**src/rtl/alu_pkg.sv**
```systemverilog
// Shared ALU definitions: command encoding, datapath width and the layout of
// a buffered result entry.
package alu_pkg;

    typedef enum logic [2:0] {
        CMD_ADD  = 3'd0,
        CMD_SUB  = 3'd1,
        CMD_XOR  = 3'd2,
        CMD_SLT  = 3'd3,
        CMD_AND  = 3'd4,
        CMD_NAND = 3'd5,
        CMD_NOR  = 3'd6,
        CMD_OR   = 3'd7
    } alu_cmd_e;

    localparam int unsigned ALU_WIDTH  = 32;
    localparam int unsigned ALU_CMD_W  = 3;
    // Non-result bits of an entry: command, carry, overflow, zero.
    localparam int unsigned ALU_META_W = ALU_CMD_W + 3;

    typedef struct packed {
        alu_cmd_e               command;
        logic [ALU_WIDTH-1:0]   result;
        logic                   carry;
        logic                   overflow;
        logic                   zero;
    } alu_entry_t;

    localparam int unsigned ALU_ENTRY_W = $bits(alu_entry_t);

    // Only the adder/subtractor produce meaningful carry and overflow.
    function automatic logic alu_has_flags(input logic [ALU_CMD_W-1:0] cmd);
        return (cmd == CMD_ADD) || (cmd == CMD_SUB);
    endfunction

endpackage

```
**src/rtl/alu_result_fifo.sv**
```systemverilog
// Generic WIDTH x DEPTH synchronous FIFO; output is the storage word at the
// read pointer, so the head entry is visible without a read strobe.
module alu_result_fifo #(
    parameter int unsigned WIDTH = 38,
    parameter int unsigned DEPTH = 2
) (
    input  logic             clk,
    input  logic             rst_n,
    input  logic             i_push,
    input  logic [WIDTH-1:0] i_data,
    input  logic             i_pop,
    output logic [WIDTH-1:0] o_data,
    output logic             o_full,
    output logic             o_empty
);

    localparam int unsigned AW = $clog2(DEPTH);
    localparam int unsigned CW = AW + 1;
    localparam logic [CW-1:0] FULL_CNT = CW'(DEPTH);

    logic [WIDTH-1:0] r_mem [DEPTH];
    logic [AW-1:0]    r_wr_ptr;
    logic [AW-1:0]    r_rd_ptr;
    logic [CW-1:0]    r_count;
    logic             w_push;
    logic             w_pop;

    assign o_full  = (r_count == FULL_CNT);
    assign o_empty = (r_count == '0);
    assign w_push  = i_push && !o_full;
    assign w_pop   = i_pop && !o_empty;
    assign o_data  = r_mem[r_rd_ptr];

    always_ff @(posedge clk or negedge rst_n) begin
        if (!rst_n) begin
            for (int unsigned i = 0; i < DEPTH; i++) begin
                r_mem[i] <= '0;
            end
        end else if (w_push) begin
            r_mem[r_wr_ptr] <= i_data;
        end
    end

    always_ff @(posedge clk or negedge rst_n) begin
        if (!rst_n) begin
            r_wr_ptr <= '0;
            r_rd_ptr <= '0;
            r_count  <= '0;
        end else begin
            if (w_push) begin
                r_wr_ptr <= r_wr_ptr + 1'b1;
            end
            if (w_pop) begin
                r_rd_ptr <= r_rd_ptr + 1'b1;
            end
            case ({w_push, w_pop})
                2'b10:   r_count <= r_count + 1'b1;
                2'b01:   r_count <= r_count - 1'b1;
                default: r_count <= r_count;
            endcase
        end
    end

endmodule

```
**src/rtl/alu_result_buffer.sv**
```systemverilog
// Registered ALU output stage: zero detect and flag masking at push, a small
// result FIFO, sticky overflow and a completed-operation counter.
module alu_result_buffer
    import alu_pkg::*;
#(
    parameter int unsigned WIDTH = ALU_WIDTH,
    parameter int unsigned DEPTH = 2,
    parameter int unsigned CNT_W = 16
) (
    input  logic             clk,
    input  logic             rst_n,
    input  logic             in_valid,
    output logic             in_ready,
    input  logic [2:0]       in_command,
    input  logic [WIDTH-1:0] in_result,
    input  logic             in_carryout,
    input  logic             in_overflow,
    output logic             out_valid,
    input  logic             out_ready,
    output logic [2:0]       out_command,
    output logic [WIDTH-1:0] out_result,
    output logic             out_carryout,
    output logic             out_overflow,
    output logic             out_zero,
    input  logic             clear_sticky,
    output logic             sticky_overflow,
    output logic [CNT_W-1:0] op_count
);

    localparam int unsigned EW = WIDTH + ALU_META_W;

    logic          w_full;
    logic          w_empty;
    logic          w_push;
    logic          w_pop;
    logic          w_flags_ok;
    logic          w_carry_m;
    logic          w_ovf_m;
    logic          w_zero;
    logic [EW-1:0] w_wr_entry;
    logic [EW-1:0] w_rd_entry;

    logic             r_sticky;
    logic [CNT_W-1:0] r_op_count;

    // Status comes purely from FIFO occupancy, so out_ready never reaches in_ready.
    assign in_ready  = !w_full;
    assign out_valid = !w_empty;
    assign w_push    = in_valid && in_ready;
    assign w_pop     = out_valid && out_ready;

    assign w_flags_ok = alu_has_flags(in_command);
    assign w_carry_m  = in_carryout && w_flags_ok;
    assign w_ovf_m    = in_overflow && w_flags_ok;
    assign w_zero     = ~|in_result;
    assign w_wr_entry = {in_command, in_result, w_carry_m, w_ovf_m, w_zero};

    alu_result_fifo #(
        .WIDTH (EW),
        .DEPTH (DEPTH)
    ) u_fifo (
        .clk     (clk),
        .rst_n   (rst_n),
        .i_push  (w_push),
        .i_data  (w_wr_entry),
        .i_pop   (w_pop),
        .o_data  (w_rd_entry),
        .o_full  (w_full),
        .o_empty (w_empty)
    );

    assign out_command  = w_rd_entry[EW-1 -: ALU_CMD_W];
    assign out_result   = w_rd_entry[3 +: WIDTH];
    assign out_carryout = w_rd_entry[2];
    assign out_overflow = w_rd_entry[1];
    assign out_zero     = w_rd_entry[0];

    // A set in the same cycle as clear_sticky takes priority.
    always_ff @(posedge clk or negedge rst_n) begin
        if (!rst_n) begin
            r_sticky <= 1'b0;
        end else if (w_push && w_ovf_m) begin
            r_sticky <= 1'b1;
        end else if (clear_sticky) begin
            r_sticky <= 1'b0;
        end
    end

    always_ff @(posedge clk or negedge rst_n) begin
        if (!rst_n) begin
            r_op_count <= '0;
        end else if (w_pop) begin
            r_op_count <= r_op_count + 1'b1;
        end
    end

    assign sticky_overflow = r_sticky;
    assign op_count        = r_op_count;

endmodule

```
**config.mk**
```make
export PLATFORM = sky130hd
export DESIGN_NAME = alu_result_buffer
export DESIGN_NICKNAME = d
export VERILOG_FILES = /design/src/rtl/alu_pkg.sv /design/src/rtl/alu_result_fifo.sv /design/src/rtl/alu_result_buffer.sv
export SDC_FILE = /design/constraint.sdc
export NUM_CORES = 1
export LEC_CHECK = 0
export BUFFER_PORTS_ARGS = -buffer_cell sky130_fd_sc_hd__buf_2
export CAP_MARGIN = 40
export CORE_ASPECT_RATIO = 0.8
export CORE_MARGIN = 2
export CORE_UTILIZATION = 30
export CTS_CLUSTER_DIAMETER = 200
export DETAILED_ROUTE_END_ITERATION = 7
export PLACE_DENSITY = 0.5
export REMOVE_ABC_BUFFERS = 1
export SKIP_LAST_GASP = 1
export SYNTH_ARGS = -nofsm -noshare
export SYNTH_HDL_FRONTEND = slang
export SYNTH_HIERARCHICAL = 1
export SYNTH_SLANG_ARGS = --single-unit
```
**constraint.sdc**
```tcl
create_clock -name clk -period 1.9 [get_ports clk]
set_input_delay 0.19 -clock clk [delete_from_list [all_inputs] [get_ports clk]]
set_output_delay 0.19 -clock clk [all_outputs]
set_load 0.005 [all_outputs]
```
==> results of run 1 <==
[layout by cell type (no fill, tap or decap), types with 8 or more instances in the layout]
| cell | n |
|---|---|
| buf_2 | 97 |
| dfrtp_1 | 96 |
| mux2_2 | 92 |
| mux2_4 | 20 |
| xnor2_1 | 17 |
| nand4_1 | 10 |
| nand2_1 | 9 |
| clkbuf_16 | 9 |
| nor4_1 | 8 |
[metal layers]
layer  track usage (%)  up-vias  routed length [microns]  share of wire (%)
met1              17.0     1346                     4670                 49
met4              4.04        2                      130                1.4
li1                  -     1292                        -                  -
met2              19.2       70                     4170                 43
met5                 0        -                       13               0.14
met3              5.08       11                      622                6.5
[metrics by stage]
| stage | setup WS [ns] | util, % | power, mW | setup TNS [ns] | cell area (sq um) |
|---|---|---|---|---|---|
| after floorplan | -0.766 | - | 5.98 | -42.69 | 4330 |
| after global placement | 0.0956 | 36.1 | 7.45 | 0 | 5200 |
| after detailed placement | 0.0561 | 36.1 | 7.55 | 0 | 5200 |
| after CTS | 0.0484 | 38.3 | 9.45 | 0 | 5510 |
| after global routing | -0.0283 | 38.3 | 9.94 | -0.107 | 5520 |
| final | 0.0680 | 38.3 | 9.28 | 0 | 5520 |
[cell type report]
type | instances | area, sq um | share of cell area, %
Multi-Input combinational cell | 186 | 1880 | 34.2
Sequential cell | 97 | 2430 | 44.0
Timing Repair Buffer | 110 | 656 | 11.9
Clock buffer | 11 | 243 | 4.40
Tap cell | 184 | 230 | 4.17
Clock inverter | 5 | 53.8 | 0.975
Inverter | 5 | 21.3 | 0.386
[registers in the layout, summed over array words and instances, names as in the netlist]
name	cells
u_fifo/r_rd_ptr	1
op_count	16
u_fifo/r_mem	76
sticky_overflow	1
u_fifo/r_wr_ptr	1
u_fifo/r_count	2
[cell families (layout without fill, tap and decap cells)]
kind of cell    after synthesis  in the layout
fa+ha+maj                     2              2
mux                         114            114
xor+xnor                     20             20
simple gates                 49             49
buf+inv                      17            131
compound gates                1              1
flops                        97             97
[final timing paths]
check | slack (ns) | start | end
min in group asynchronous | 0.33 | rst_n | u_fifo/r_mem[16]
max in group asynchronous | 0.91 | rst_n | u_fifo/r_mem[35]
worst min-delay path | 0.03 | clear_sticky | sticky_overflow
worst max-delay path | 0.07 | u_fifo/r_count[1] | u_fifo/r_mem[53]
worst max register to register | 0.07 | u_fifo/r_count[1] | u_fifo/r_mem[53]
worst min register to register | 0.49 | op_count[15] | op_count[15]
[where the power goes]
group | internal [mW] | leakage (nW) | switching (mW)
sequential | 3.00 | 1.18 | 0.572
clock | 1.05 | 0.150 | 0.767
combinational | 2.42 | 1.18 | 1.47
[repair_timing]
action                                  CTS  global route
endpoints found under the setup margin    0            16
resized for setup                         0             3
buffers inserted                          0             0
hold endpoints to repair                 33             0
hold buffers                              1             0
==> run_results.csv, run 1 <==
group,metric,value,unit
status,outcome,"finished, violations left",
status,violations,"DRC",
logic_synthesis,ys_ff_latch,97,
final_layout,diodes,0,
power,p_leak,2.52,nW
timing,max_slew_margin,65.4,%
drt,drcViolationCount,7,
logic_synthesis,syn_area_per_cell,14.8,sq um
floorplan,chipHeight,113,microns
floorplan,initial_core_util,30.9,%
placement,place_congestion,0.763,
min_path,hold_depth,2,
min_path,hp-class,"in2reg",
final_layout,drive_gt1_share,59.7,%
drt,ant_nets,0,
timing,hold_ws,0.0334,ns
critical_path,slowest_delay,0.44,ns
clock_network,clock_latency,0.35,ns
timing,final_max_slew_viol_count,0,
final_layout,area_growth,24.1,%
logic_synthesis,synth_largest_type_area_fraction,54.6,%
critical_path,reg2reg_depth,6,
critical_path,crit_path_cell_trace,"nand2b_4 -> inv_2 -> nor2b_1 -> nor3b_4 -> buf_12 -> mux2_2",
clock_network,numCtsBuffers,9,
timing,grt_setup_unrepaired,"true",
clock_network,clock_sinks,97,
placement,hpwlAfterDp,6760,microns
logic_synthesis,yosys.area.top_type,"dfrtp_1",
logic_synthesis,yosysWarnings,6,
critical_path,cp-start-kind,"flip-flop",
drt,wl,9610,microns
final_layout,fillerInstances,1367,
global_route,gr-usage-all-layers,12.8,%
global_route,grt_first_pass_wirelength,15600,microns
logic_synthesis,synth_most_common_cell,"dfrtp_1",
logic_synthesis,synth_xor_area_share,4.11,%
global_route,antenna_found_initial,1,
final_layout,final_cells,598,
logic_synthesis,syn_area,4440,sq um
drt,first_pass_iters,6,
timing,finalCritPeriodShare,96.4,%
power,peakVddDrop,0.000527,V
clock_network,cts-root-buf,"clkbuf_16",
critical_path,critPathRequiredTime,2.13,ns
logic_synthesis,synth_cells,300,
logic_synthesis,synth_mux_area_share,30.6,%
timing,worst_clock_skew,0.00695,ns
power,power_density,1680,nW/um^2
floorplan,core,14400,sq um
logic_synthesis,synth_top_family_by_area,"multiplexers",
floorplan,die_area,15800,sq um
logic_synthesis,ys_async_sr_fraction,100,%
drt,drtIter0Drc,104,
critical_path,critPathBufInv,2,
logic_synthesis,synth-compound-area-share,0.113,%
global_route,grt_pass1_vias,2958,
logic_synthesis,post_synth_num_cell_types,31,
logic_synthesis,synth_fa_ha_area_share,0.563,%
global_route,grt_start_max_net_pins,46,
final_layout,final_nets,453,
timing,max_freq,546,MHz
placement,io_buffers,98,
drt,wire_per_inst,16.1,microns
clock_network,htree_levels,3,
critical_path,cp.depth,6,
global_route,grt_overflow_total,0,
logic_synthesis,synth_common_cells,"dfrtp_1 (97), mux2_2 (92), mux2_4 (20)",
logic_synthesis,synth_area_leaders,"dfrtp_1 (55%), mux2_2 (23%), mux2_4 (6.8%)",
timing,finalSetupViolCount,0,
clock_network,path_clk_slew,0.07,ns
clock_network,cts_tree,"done",
critical_path,crit_arrival,2.06,ns
drt,viasPerCell,4.55,
timing,hold_viol_final,0,
critical_path,worstSetupPathType,"reg2reg",
critical_path,slowest_stage,"dfrtp_1",
logic_synthesis,synthSimpleGateAreaFrac,6.95,%
clock_network,clock_path_buffers,2,
timing,timing.final.crit_period,1.83,ns
logic_synthesis,synth_seq_area_share,54.6,%
critical_path,path_max_fanout,24,
floorplan,io_pins,99,
placement,dp_cells,581,
floorplan,rows,39,
critical_path,cpLargestDelayFamily,"simple AND/OR/NAND/NOR gates",
logic_synthesis,ys.flop_type,"dfrtp_1",
critical_path,cp-end-kind,"flip-flop",
floorplan,fp.dieW,140,microns
timing,worstMarginPinSlew,0.515,ns
job,maxCapViolCount,0,
logic_synthesis,synth_edf_count,0,
drt,vias,2721,
(Power assumes the default switching activity.)
==> run 2, diff against run 1 <==
--- a/config.mk
+++ b/config.mk
@@ -10,6 +10,7 @@
 export CORE_ASPECT_RATIO = 0.8
 export CORE_MARGIN = 2
 export CORE_UTILIZATION = 30
+export CTS_BUF_LIST = sky130_fd_sc_hd__clkbuf_4
 export CTS_CLUSTER_DIAMETER = 200
 export DETAILED_ROUTE_END_ITERATION = 7
 export PLACE_DENSITY = 0.5
==> run_results.csv, run 2 (synthesis results as in run 1) <==
group,metric,value,unit
floorplan,io_pins,99,
final_layout,drive_gt1_share,55.7,%
clock_network,htree_levels,3,
drt,drcViolationCount,7,
clock_network,cts_tree,"done",
placement,io_buffers,98,
clock_network,clock_sinks,97,
placement,place_ws,0.0561,ns
critical_path,slowest_stage,"dfrtp_2",
timing,fin_tns_setup,0,ns
drt,vias,2862,
critical_path,crit_arrival,2.18,ns
min_path,hp-class,"in2reg",
status,outcome,"finished, violations left",
critical_path,worstSetupPathType,"reg2reg",
critical_path,cpLargestDelayFamily,"simple AND/OR/NAND/NOR gates",
final_layout,fillerInstances,1344,
timing,max_freq,548,MHz
critical_path,crit_path_cell_trace,"nand2b_4 -> inv_2 -> nor2b_4 -> nor3b_4 -> buf_6 -> clkbuf_16 -> mux2_4",
critical_path,cp-start-kind,"flip-flop",
global_route,antenna_found_initial,1,
drt,wl,10100,microns
clock_network,clock_path_buffers,2,
timing,finalWorstSetupSlack,0.0742,ns
clock_network,cts-root-buf,"clkbuf_4",
final_layout,final_common_cell,"buf_2",
timing,hold_viol_final,0,
floorplan,rows,39,
timing,finalCritPeriodShare,96.1,%
final_layout,multi_input_area,1890,sq um
floorplan,chipHeight,113,microns
final_layout,area_growth,30.3,%
drt,first_pass_iters,6,
timing,final_max_slew_viol_count,0,
status,violations,"DRC",
placement,hpwlAfterDp,6760,microns
critical_path,path_max_fanout,12,
global_route,gr-usage-all-layers,13.1,%
power,power_density,1510,nW/um^2
clock_network,clock_latency,0.46,ns
power,p_leak,2.63,nW
critical_path,cp-end-kind,"flip-flop",
job,maxCapViolCount,0,
drt,ant_nets,0,
drt,drtIter0Drc,102,
timing,worstMarginPinSlew,0.520,ns
floorplan,die_area,15800,sq um
drt,viasPerCell,4.46,
final_layout,largest_reg_flops,76,
placement,place_congestion,0.763,
global_route,grt_first_pass_wirelength,16200,microns
clock_network,numCtsBuffers,9,
floorplan,core,14400,sq um
critical_path,critPathRequiredTime,2.25,ns
critical_path,critPathBufInv,3,
global_route,grt_overflow_total,0,
drt,wire_per_inst,15.7,microns
global_route,grt_pass1_vias,3114,
critical_path,slowest_delay,0.45,ns
floorplan,initial_core_util,30.9,%
final_layout,layout_common_cells,"buf_2 (97), dfrtp_1 (95), mux2_2 (92)",
final_layout,register_area,2430,sq um
global_route,grt_start_max_net_pins,46,
timing,grt_setup_unrepaired,"true",
final_layout,top_register,"u_fifo/r_mem",
timing,finalSetupViolCount,0,
clock_network,path_clk_slew,0.14,ns
power,peakVddDrop,0.000530,V
timing,max_slew_margin,65.0,%
final_layout,final_nets,495,
floorplan,fp.dieW,140,microns
timing,timing.final.crit_period,1.83,ns
timing,worst_clock_skew,0.0179,ns
-- run 2: cell count changes in the layout (fill, tap and decap cells not counted), sizes merged --
cell / delta
dlygate4sd3: +37
diode: +1
clkinv: +1
clkbuf: +1
buf: +3
-- run 2: final timing paths --
kind                              startpoint                to  slack (ns)  cells past startpoint
hold reg to reg                 op_count[15]      op_count[15]        0.50                      1
min in group asynchronous              rst_n  u_fifo/r_mem[18]        0.20                      2
setup reg to reg           u_fifo/r_count[1]  u_fifo/r_mem[67]        0.07                      7
hold / removal                      in_valid   u_fifo/r_wr_ptr        0.15                      4
max in group asynchronous              rst_n  u_fifo/r_mem[26]        1.04                      3
setup / recovery           u_fifo/r_count[1]  u_fifo/r_mem[67]        0.07                      7
-- run 2: worst reg2reg max path: cells and delay by family (launching register included) --
family	cells	cell delay, ns
buf+inv	3	0.40
flops	1	0.45
simple gates	3	0.58
mux	1	0.31
-- run 2: where the power goes --
part	total, mW	internal, mW	switching [mW]
sequential	3.51	2.99	0.528
combinational	4.12	2.56	1.57
clock	1.09	0.411	0.683
total	8.73	5.95	2.78
-- run 2: per-layer routing --
layer / vias up / global-route usage [%] / routed length, microns
met5: - / 0 / 0
met4: 0 / 2.63 / 78
met3: 10 / 5.29 / 617
met2: 74 / 20.3 / 4410
met1: 1397 / 17.7 / 4980
li1: 1381 / - / -
-- run 2: final cells by class --
class                           instances  area share [%]
Multi-Input combinational cell        186            32.7
Clock buffer                           10            1.30
Antenna cell                            1          0.0432
Clock inverter                          6           0.994
Tap cell                              184            3.97
Sequential cell                        97            41.9
Inverter                                5           0.367
Timing Repair Buffer                  152            18.7
-- run 2: what timing repair did --
item                                    4_1_cts  5_1_grt
endpoints found under the setup margin       30       22
gates cloned                                  0        2
endpoints found under the hold margin       105        0
resized for setup                             0        8
setup buffers                                 1        2
hold buffers                                 38        0
-- run 2: per-stage QoR --
step / instance area (sq um) / cells / hold slack, ns / total power [mW] / util (%)
global route: 5790 / 641 / 0.100 / 9.41 / 40.2
finish: 5790 / 641 / 0.152 / 8.73 / 40.2
CTS: 5720 / 636 / 0.116 / 8.78 / 39.7
global placement: 5200 / 581 / 0.177 / 7.45 / 36.1
detailed placement: 5200 / 581 / 0.191 / 7.55 / 36.1
floorplan: 4330 / 288 / -0.106 / 5.98 / -
==> run 3, diff against run 2 <==
--- a/config.mk
+++ b/config.mk
@@ -9,11 +9,11 @@
 export CAP_MARGIN = 40
 export CORE_ASPECT_RATIO = 0.8
 export CORE_MARGIN = 2
-export CORE_UTILIZATION = 30
-export CTS_BUF_LIST = sky130_fd_sc_hd__clkbuf_4
+export CORE_UTILIZATION = 35
 export CTS_CLUSTER_DIAMETER = 200
 export DETAILED_ROUTE_END_ITERATION = 7
-export PLACE_DENSITY = 0.5
+export GPL_ROUTABILITY_DRIVEN = 0
+export PLACE_DENSITY = 0.57
 export REMOVE_ABC_BUFFERS = 1
 export SKIP_LAST_GASP = 1
 export SYNTH_ARGS = -nofsm -noshare
==> run_results.csv, run 3 (synthesis results as in run 1) <==
group,metric,value,unit
final_layout,largest_reg_flops,76,
final_layout,top_register,"u_fifo/r_mem",
clock_network,clock_latency,0.34,ns
drt,first_pass_iters,4,
clock_network,cts-root-buf,"clkbuf_16",
final_layout,final_common_cell,"buf_2",
floorplan,rows,36,
final_layout,diodes,0,
placement,place_ws,0.0829,ns
critical_path,worstSetupPathType,"reg2out",
final_layout,fillerInstances,1133,
floorplan,initial_core_util,36.1,%
timing,hold_viol_final,0,
clock_network,numCtsBuffers,9,
timing,finalCritPeriodShare,93.8,%
timing,finalSetupViolCount,0,
timing,final_max_slew_viol_count,0,
clock_network,path_clk_slew,0.07,ns
global_route,grt_first_pass_wirelength,15300,microns
drt,wire_per_inst,16.0,microns
critical_path,crit_arrival,1.59,ns
power,peakVddDrop,0.000747,V
critical_path,path_max_fanout,14,
global_route,grt_overflow_total,0,
job,maxCapViolCount,0,
power,power_density,1680,nW/um^2
drt,drtIter0Drc,113,
drt,drcViolationCount,0,
floorplan,chipHeight,105,microns
critical_path,cp-end-kind,"primary output",
final_layout,final_nets,454,
drt,ant_nets,0,
timing,timing.final.crit_period,1.78,ns
floorplan,fp.dieW,130,microns
floorplan,die_area,13600,sq um
drt,wl,9380,microns
floorplan,io_pins,99,
placement,hpwlAfterDp,6540,microns
global_route,antenna_found_initial,0,
global_route,gr-usage-all-layers,14.6,%
floorplan,core,12300,sq um
clock_network,clock_path_buffers,2,
final_layout,drive_gt1_share,59.9,%
timing,worst_clock_skew,0.00521,ns
timing,worstMarginPinSlew,0.516,ns
final_layout,area_growth,24.2,%
power,total_power,9.28,mW
timing,finalWorstSetupSlack,0.117,ns
power,p_leak,2.52,nW
clock_network,clock_sinks,97,
timing,max_slew_margin,65.6,%
global_route,grt_pass1_vias,2936,
drt,vias,2761,
critical_path,cp-start-kind,"flip-flop",
final_layout,register_area,2430,sq um
critical_path,critPathRequiredTime,1.71,ns
placement,io_buffers,98,
final_layout,multi_input_area,1880,sq um
min_path,hp-class,"in2reg",
timing,grt_setup_unrepaired,"false",
clock_network,htree_levels,3,
timing,hold_ws,0.0480,ns
final_layout,layout_common_cells,"buf_2 (97), dfrtp_1 (95), mux2_2 (92)",
drt,viasPerCell,4.72,
status,outcome,"complete, no violations",
clock_network,cts_tree,"done",
global_route,grt_start_max_net_pins,50,
timing,max_freq,561,MHz
## run 3: where the power goes
group          switching (mW)  internal [mW]
sequential              0.608           3.01
combinational            1.43           2.44
clock                   0.783           1.02
## run 3: path summary, 6_finish.rpt
| path | startpoint | slack [ns] | cells after the start | end |
|---|---|---|---|---|
| min in group asynchronous | rst_n | 0.35 | 2 | op_count[1] |
| worst max-delay path | u_fifo/r_rd_ptr | 0.12 | 3 | out_result[30] |
| max in group asynchronous | rst_n | 0.90 | 3 | u_fifo/r_mem[38] |
| worst max register to register | u_fifo/r_count[0] | 0.12 | 7 | u_fifo/r_mem[49] |
| worst min-delay path | clear_sticky | 0.05 | 2 | sticky_overflow |
| worst min register to register | op_count[15] | 0.48 | 1 | op_count[15] |
## run 3: routing by layer
layer / global-route usage (%) / up-vias / share of wire (%)
met5: 0 / - / 0
met4: 3.92 / 0 / 0.87
met3: 5.63 / 7 / 6.6
met2: 22.1 / 74 / 46
met1: 19.5 / 1383 / 46
li1: - / 1297 / -
## run 3: worst max-delay path, cell delays in order (launching register included)
cell and delay, ns:
dfrtp_4 0.56, buf_12 0.19, mux2_2 0.36, buf_2 0.13
## run 3: repair_timing
action	in CTS	in global routing
endpoints found under the setup margin	0	60
hold endpoints to repair	36	0
hold buffers	1	0
buffers inserted	0	1
resized for setup	0	3
## run 3: stage by stage
step | cells | util [%] | instance area [sq um] | TNS (ns)
floorplan | 288 | - | 4330 | -42.69
global placement | 567 | 42.1 | 5180 | 0
detailed placement | 567 | 42.1 | 5180 | 0
CTS | 583 | 44.6 | 5480 | 0
global route | 585 | 44.9 | 5520 | 0
finish | 585 | 44.9 | 5520 | 0
## run 3: area by class of cell
class                   instances  share of cell area [%]
repair buffers                111                    12.3
multi-input cells             186                    34.1
well taps                     171                    3.88
clock inverters                 6                    1.25
inverters                       5                   0.385
clock buffers                   9                    4.08
flip-flops and latches         97                    44.1
